--- src/rtl/regfile_port_arbiter.sv ---
// Round-robin arbiter sharing a 2R/1W regfile between requesters A and B; one op per cycle, rsp 2 cycles after accept.
// Ready is a combinational grant; lock keeps the grant and a watchdog force-releases it; responses are never stalled.
module regfile_port_arbiter #(
  parameter int AW       = 5,
  parameter int DW       = 32,
  parameter int MAX_LOCK = 8
) (
  input  logic          clk,
  input  logic          reset_n,
  input  logic          a_valid,
  output logic          a_ready,
  input  logic          a_we,
  input  logic          a_lock,
  input  logic [AW-1:0] a_ra1,
  input  logic [AW-1:0] a_ra2,
  input  logic [AW-1:0] a_wa,
  input  logic [DW-1:0] a_wd,
  output logic          a_rsp_valid,
  output logic [DW-1:0] a_rd1,
  output logic [DW-1:0] a_rd2,
  input  logic          b_valid,
  output logic          b_ready,
  input  logic          b_we,
  input  logic          b_lock,
  input  logic [AW-1:0] b_ra1,
  input  logic [AW-1:0] b_ra2,
  input  logic [AW-1:0] b_wa,
  input  logic [DW-1:0] b_wd,
  output logic          b_rsp_valid,
  output logic [DW-1:0] b_rd1,
  output logic [DW-1:0] b_rd2,
  output logic [AW-1:0] ra1,
  output logic [AW-1:0] ra2,
  output logic [AW-1:0] wa3,
  output logic [DW-1:0] wd3,
  output logic          we3,
  input  logic [DW-1:0] rd1,
  input  logic [DW-1:0] rd2
);

  typedef enum logic [1:0] {IDLE, LOCK_A, LOCK_B} state_t;

  localparam int CW = $clog2(MAX_LOCK + 1);
  localparam logic [CW-1:0] LOCK_MAX = CW'(MAX_LOCK);

  state_t        r_state, w_state_nxt;
  logic          r_rr_b, w_rr_b_nxt;
  logic [CW-1:0] r_lock_cnt, w_lock_cnt_nxt;
  logic          w_grant_a, w_grant_b;
  logic          w_acc_a, w_acc_b;

  logic          r_iss_vld;
  logic          r_iss_own_b;
  logic          r_iss_we;
  logic [AW-1:0] r_ra1, r_ra2, r_wa;
  logic [DW-1:0] r_wd;

  logic          r_a_rsp_vld, r_b_rsp_vld;
  logic [DW-1:0] r_a_rd1, r_a_rd2, r_b_rd1, r_b_rd2;

  always_comb begin
    w_state_nxt    = r_state;
    w_rr_b_nxt     = r_rr_b;
    w_lock_cnt_nxt = r_lock_cnt;
    w_grant_a      = 1'b0;
    w_grant_b      = 1'b0;
    case (r_state)
      IDLE: begin
        if (a_valid && (!b_valid || !r_rr_b)) begin
          w_grant_a  = 1'b1;
          w_rr_b_nxt = 1'b1;
          if (a_lock) begin
            w_state_nxt    = LOCK_A;
            w_lock_cnt_nxt = CW'(1);
          end
        end else if (b_valid) begin
          w_grant_b  = 1'b1;
          w_rr_b_nxt = 1'b0;
          if (b_lock) begin
            w_state_nxt    = LOCK_B;
            w_lock_cnt_nxt = CW'(1);
          end
        end
      end
      LOCK_A: begin
        // Watchdog release takes the whole cycle: no grant to either side.
        if (r_lock_cnt == LOCK_MAX) begin
          w_state_nxt    = IDLE;
          w_rr_b_nxt     = 1'b1;
          w_lock_cnt_nxt = '0;
        end else if (a_valid) begin
          w_grant_a = 1'b1;
          if (a_lock) begin
            w_lock_cnt_nxt = r_lock_cnt + CW'(1);
          end else begin
            w_state_nxt    = IDLE;
            w_rr_b_nxt     = 1'b1;
            w_lock_cnt_nxt = '0;
          end
        end else begin
          w_lock_cnt_nxt = r_lock_cnt + CW'(1);
        end
      end
      LOCK_B: begin
        if (r_lock_cnt == LOCK_MAX) begin
          w_state_nxt    = IDLE;
          w_rr_b_nxt     = 1'b0;
          w_lock_cnt_nxt = '0;
        end else if (b_valid) begin
          w_grant_b = 1'b1;
          if (b_lock) begin
            w_lock_cnt_nxt = r_lock_cnt + CW'(1);
          end else begin
            w_state_nxt    = IDLE;
            w_rr_b_nxt     = 1'b0;
            w_lock_cnt_nxt = '0;
          end
        end else begin
          w_lock_cnt_nxt = r_lock_cnt + CW'(1);
        end
      end
      default: begin
        w_state_nxt    = IDLE;
        w_lock_cnt_nxt = '0;
      end
    endcase
  end

  assign w_acc_a = w_grant_a & reset_n;
  assign w_acc_b = w_grant_b & reset_n;
  assign a_ready = w_acc_a;
  assign b_ready = w_acc_b;

  always_ff @(posedge clk) begin
    if (!reset_n) begin
      r_state    <= IDLE;
      r_rr_b     <= 1'b0;
      r_lock_cnt <= '0;
    end else begin
      r_state    <= w_state_nxt;
      r_rr_b     <= w_rr_b_nxt;
      r_lock_cnt <= w_lock_cnt_nxt;
    end
  end

  // Addresses/data hold their last value when no op is issued.
  always_ff @(posedge clk) begin
    if (!reset_n) begin
      r_iss_vld   <= 1'b0;
      r_iss_own_b <= 1'b0;
      r_iss_we    <= 1'b0;
      r_ra1       <= '0;
      r_ra2       <= '0;
      r_wa        <= '0;
      r_wd        <= '0;
    end else begin
      r_iss_vld <= w_acc_a | w_acc_b;
      if (w_acc_a) begin
        r_iss_own_b <= 1'b0;
        r_iss_we    <= a_we;
        r_ra1       <= a_ra1;
        r_ra2       <= a_ra2;
        r_wa        <= a_wa;
        r_wd        <= a_wd;
      end else if (w_acc_b) begin
        r_iss_own_b <= 1'b1;
        r_iss_we    <= b_we;
        r_ra1       <= b_ra1;
        r_ra2       <= b_ra2;
        r_wa        <= b_wa;
        r_wd        <= b_wd;
      end
    end
  end

  assign ra1 = r_ra1;
  assign ra2 = r_ra2;
  assign wa3 = r_wa;
  assign wd3 = r_wd;
  // Gating with reset_n discards an in-flight write when reset lands mid-op.
  assign we3 = r_iss_vld & r_iss_we & reset_n;

  always_ff @(posedge clk) begin
    if (!reset_n) begin
      r_a_rsp_vld <= 1'b0;
      r_b_rsp_vld <= 1'b0;
      r_a_rd1     <= '0;
      r_a_rd2     <= '0;
      r_b_rd1     <= '0;
      r_b_rd2     <= '0;
    end else begin
      r_a_rsp_vld <= r_iss_vld & ~r_iss_own_b;
      r_b_rsp_vld <= r_iss_vld & r_iss_own_b;
      if (r_iss_vld && !r_iss_own_b) begin
        r_a_rd1 <= rd1;
        r_a_rd2 <= rd2;
      end
      if (r_iss_vld && r_iss_own_b) begin
        r_b_rd1 <= rd1;
        r_b_rd2 <= rd2;
      end
    end
  end

  assign a_rsp_valid = r_a_rsp_vld;
  assign a_rd1       = r_a_rd1;
  assign a_rd2       = r_a_rd2;
  assign b_rsp_valid = r_b_rsp_vld;
  assign b_rd1       = r_b_rd1;
  assign b_rd2       = r_b_rd2;

endmodule

--- config.mk ---
export PLATFORM = sky130hd
export DESIGN_NAME = regfile_port_arbiter
export DESIGN_NICKNAME = d
export VERILOG_FILES = /design/src/rtl/regfile_port_arbiter.sv
export SDC_FILE = /design/constraint.sdc
export NUM_CORES = 1
export LEC_CHECK = 0
export CORE_ASPECT_RATIO = 0.8
export CORE_MARGIN = 2
export CORE_UTILIZATION = 44
export CTS_CLUSTER_DIAMETER = 40
export DETAILED_ROUTE_END_ITERATION = 10
export PLACE_DENSITY_LB_ADDON = 0.1
export SYNTH_ARGS = -nofsm -noshare
export SYNTH_HDL_FRONTEND = slang
export SYNTH_SLANG_ARGS = --single-unit
--- constraint.sdc ---
create_clock -name clk -period 5.08 [get_ports clk]
set_clock_uncertainty 0.05 [all_clocks]
set_input_delay 0.762 -clock clk [delete_from_list [all_inputs] [get_ports clk]]
set_output_delay 0.762 -clock clk [all_outputs]
set_load 0.02 [all_outputs]
==> flow_summary_export.csv <==
group,metric,value,unit
route,num_vias,7190,
cells_and_area,antenna_cells,0,
synth,netlist_instances,909,
clock_network,cts_buffers,17,
critical_path,worstPathCellList,"clkdlybuf4s50_1, a21bo_2, a2bb2oi_4, inv_1, clkdlybuf4s50_1",
clock_network,h_tree_depth,4,
die,coreArea,0.01575,mm^2
cells_and_area,num-fill-cells,1334,
clock_network,clk_pin_slew,0.06,ns
power,worst_ir_drop_vdd,452.3,uV
synth,mean_post_synth_cell_area,7.766,um^2
placed_design,routabilityCongestion,0.8517,
route,ant_nets,0,
clock_network,cts-resized-gates,0,
sta,timing.final.crit_share,64.83,%
clock_network,tritoncts,"yes",
route,remaining_drc_errors,0,
synth,synthesis.area,0.007059,mm^2
global_routing,grt_pass1_vias,6370,
cells_and_area,layout.area.seq,0.003744,mm^2
critical_path,worstPathArrival,2.48,ns
clock_network,latest_clock_arrival_within_the_worst_skew_pair,0.42,ns
sta,grt_setup_unrepaired,"false",
sta,finalSetupViolCount,0,
cells_and_area,post-route-cell-area,0.01116,mm^2
clock_network,number_of_hold_repair_buffers_added_at_the_cts_stage,0,
sta,worst_slew_margin_rel,35.66,%
critical_path,kind_of_end_point_of_the_critical_path,"output port",
critical_path,crit_type,"input port to output port",
clock_network,clock-sinks,187,
die,io_pins,346,
sta,highest_clock_rate,303.6,MHz
power,power_density,467.8,mW/mm^2
route,wirelength,22.78,mm
global_routing,antenna_found_initial,0,
clock_network,cts.root.buffer_cell,"clkbuf_16",
route,detail_route.first_pass.iterations,5,
route,vias_per_cell,4.997,
placed_design,place_inst,1408,
synth,synth_sequential_area_ratio,53.03,%
critical_path,critPathMaxStageDelay,0.60,ns
cells_and_area,multi_input_area,0.003020,mm^2
die,die_area,0.01708,mm^2
synth,synth_area_leader_cell,"dfxtp_1",
synth,synth_cell_types,35,
synth,netlist.area_leader.share,53.03,%
critical_path,cp_num_buf_inv,3,
outcome,status,"finished clean",
critical_path,crit_path_top_delay_cell,"clkdlybuf4s50_1",
global_routing,global_route.overflow_total,0,
sta,hold_violations,0,
clock_network,post-cts-setup-buffer-count,0,
synth,synth_nets,1081,
cells_and_area,synthToLayoutAreaGrowth,58.03,%
route,dr.first_iter.drc_count,403,
run,timing.max_cap.violations,0,
critical_path,worst_ep_required_time,4.27,ns
cells_and_area,drive_above_1_share,4.167,%
critical_path,critical_path_peak_fanout,8,
synth,ys.warnings.count,0,
clock_network,cts-root-to-sink-buffers,2,
critical_path,worst_path_dominant_cell_family,"buffers and inverters",
die,rows,41,
route,wire_per_inst,15.83,um
placed_design,hpwl,15.20,mm
global_routing,grt_start_max_net_pins,98,
cells_and_area,finish.net_count,1384,
global_routing,grt_first_pass_wirelength,34.50,mm
synth,ys_ff_latch,187,
cells_and_area,final_cells,1439,
sta,setup_tns,0,ns
die,die_h,117.3,um
die,floorplan.initialDensity,44.82,%
sta,final_period_minus_worst_setup_slack,3.294,ns
synth,top_cells_by_area_synth,"dfxtp_1, nand2_1, a21oi_1, a31oi_1, o21ai_0",
global_routing,global_route.usage.total,25.70,%
worst_hold_path,timing.hold.worst.class,"flip-flop to flip-flop",
sta,report.final.slew_viol_count,0,
die,die-width,145.6,um
placed_design,place.port_buffers,345,
power,power.leakage,0.003945,uW
critical_path,path_common_cell,"clkdlybuf4s50_1",
sta,tightest_slew,0.9651,ns
critical_path,worstSetupStartpointType,"input port",
placed_design,detailed_place.area,0.01058,mm^2
[worst paths after layout]
check / start / end / slack, ns / cells after the start
min reg2reg: a_rd2[31]$_SDFFE_PN0P_ / a_rd2[31]$_SDFFE_PN0P_ / 0.40 / 2
min: a_rd2[31]$_SDFFE_PN0P_ / a_rd2[31]$_SDFFE_PN0P_ / 0.40 / 2
max: a_valid / a_ready / 1.79 / 5
max reg2reg: r_state[0]$_SDFFE_PN0P_ / wd3[8]$_SDFFE_PN0P_ / 2.69 / 7
[layout by cell type (no fill, tap or decap), types with 2 or more instances in the layout]
cell type,count
nand2_1,362
clkdlybuf4s50_1,344
dfxtp_1,187
a21oi_1,129
a31oi_1,49
o21ai_0,42
clkbuf_16,17
buf_4,9
o21ai_1,7
inv_1,6
nand4_1,6
nand3_1,6
ha_1,6
nor2_1,5
nand2b_1,3
and3_1,3
nor2b_1,3
mux2i_1,3
clkinv_4,3
inv_6,3
nor3_1,2
bufinv_16,2
clkinv_2,2
clkbuf_1,2
[final cells by class]
cell class / count / share of cell area (%)
multi-input cells: 644 / 27.07
clock buffers: 19 / 3.881
clock inverters: 12 / 1.267
flip-flops and latches: 187 / 33.56
well taps: 215 / 2.411
repair buffers: 354 / 31.52
inverters: 8 / 0.2916
[worst min-delay path, delay by kind of cell, from the launching register on]
family | cells | cell delay (ns)
compound gates | 1 | 0.05
flops | 1 | 0.31
simple gates | 1 | 0.05
[through the flow]
stage | worst slack [ns] | hold slack [ns] | power (uW) | util (%)
after CTS | 1.784 | 0.4048 | 5267 | 70.84
after floorplan | 2.522 | 0.3941 | 3045 | -
after detailed placement | 1.794 | 0.3955 | 3950 | 67.19
final | 1.786 | 0.4024 | 5219 | 70.84
after global placement | 1.793 | 0.3908 | 3931 | 67.19
after global routing | 1.724 | 0.4233 | 5500 | 70.84
[report_power, final]
group,internal (uW),switching [uW]
Clock,731,578
Combinational,848,1150
Sequential,1760,154
Total,3340,1880
[flip-flops by register name, indices dropped and copies added (netlist names)]
signal / flops
a_rd1: 32
a_rd2: 32
a_rsp_valid: 1
b_rd1: 32
b_rd2: 32
b_rsp_valid: 1
r_iss_own_b: 1
r_iss_vld: 1
r_iss_we: 1
r_lock_cnt: 4
r_rr_b: 1
r_state: 2
ra1: 5
ra2: 5
wa3: 5
wd3: 32
[routing by layer]
metal  routed length [um]  track usage (%)  vias to the layer above  part of all wire, %
met5                    0                0                        -                    0
met1                 9399            31.62                     3260                   41
met4                  717            10.78                        0                  3.1
met2                10880            41.99                      266                   48
li1                     -                -                     3623                    -
met3                 1780            8.643                       41                  7.8
[Yosys cell counts, drive strengths merged]
cell	number
a22o	1
a32oi	1
a2bb2oi	1
o21ai	49
a221oi	1
nor3b	1
nor2	5
and2	2
inv	8
and3	3
buf	23
nor2b	4
dfxtp	187
nand2	363
nor3	2
o221ai	1
nand3b	1
a21bo	1
a31oi	49
o221a	1
nand4	6
a32o	1
o311ai	1
ha	6
nand2b	4
a21oi	130
nand3	6
mux2i	3
clkbuf	47
a21boi	1
[kinds of logic (layout without fill, tap and decap cells)]
family,Yosys count,after routing,share of synthesized area [%]
muxes,3,3,0.4254
adders and majority gates,6,6,1.063
AOI/OAI and AO/OA,238,238,18.73
buffers and inverters,78,393,4.537
DFF,187,187,53.03
and+or+nand+nor,397,397,22.21
No activity file was read; power rests on OpenSTA's default activity.
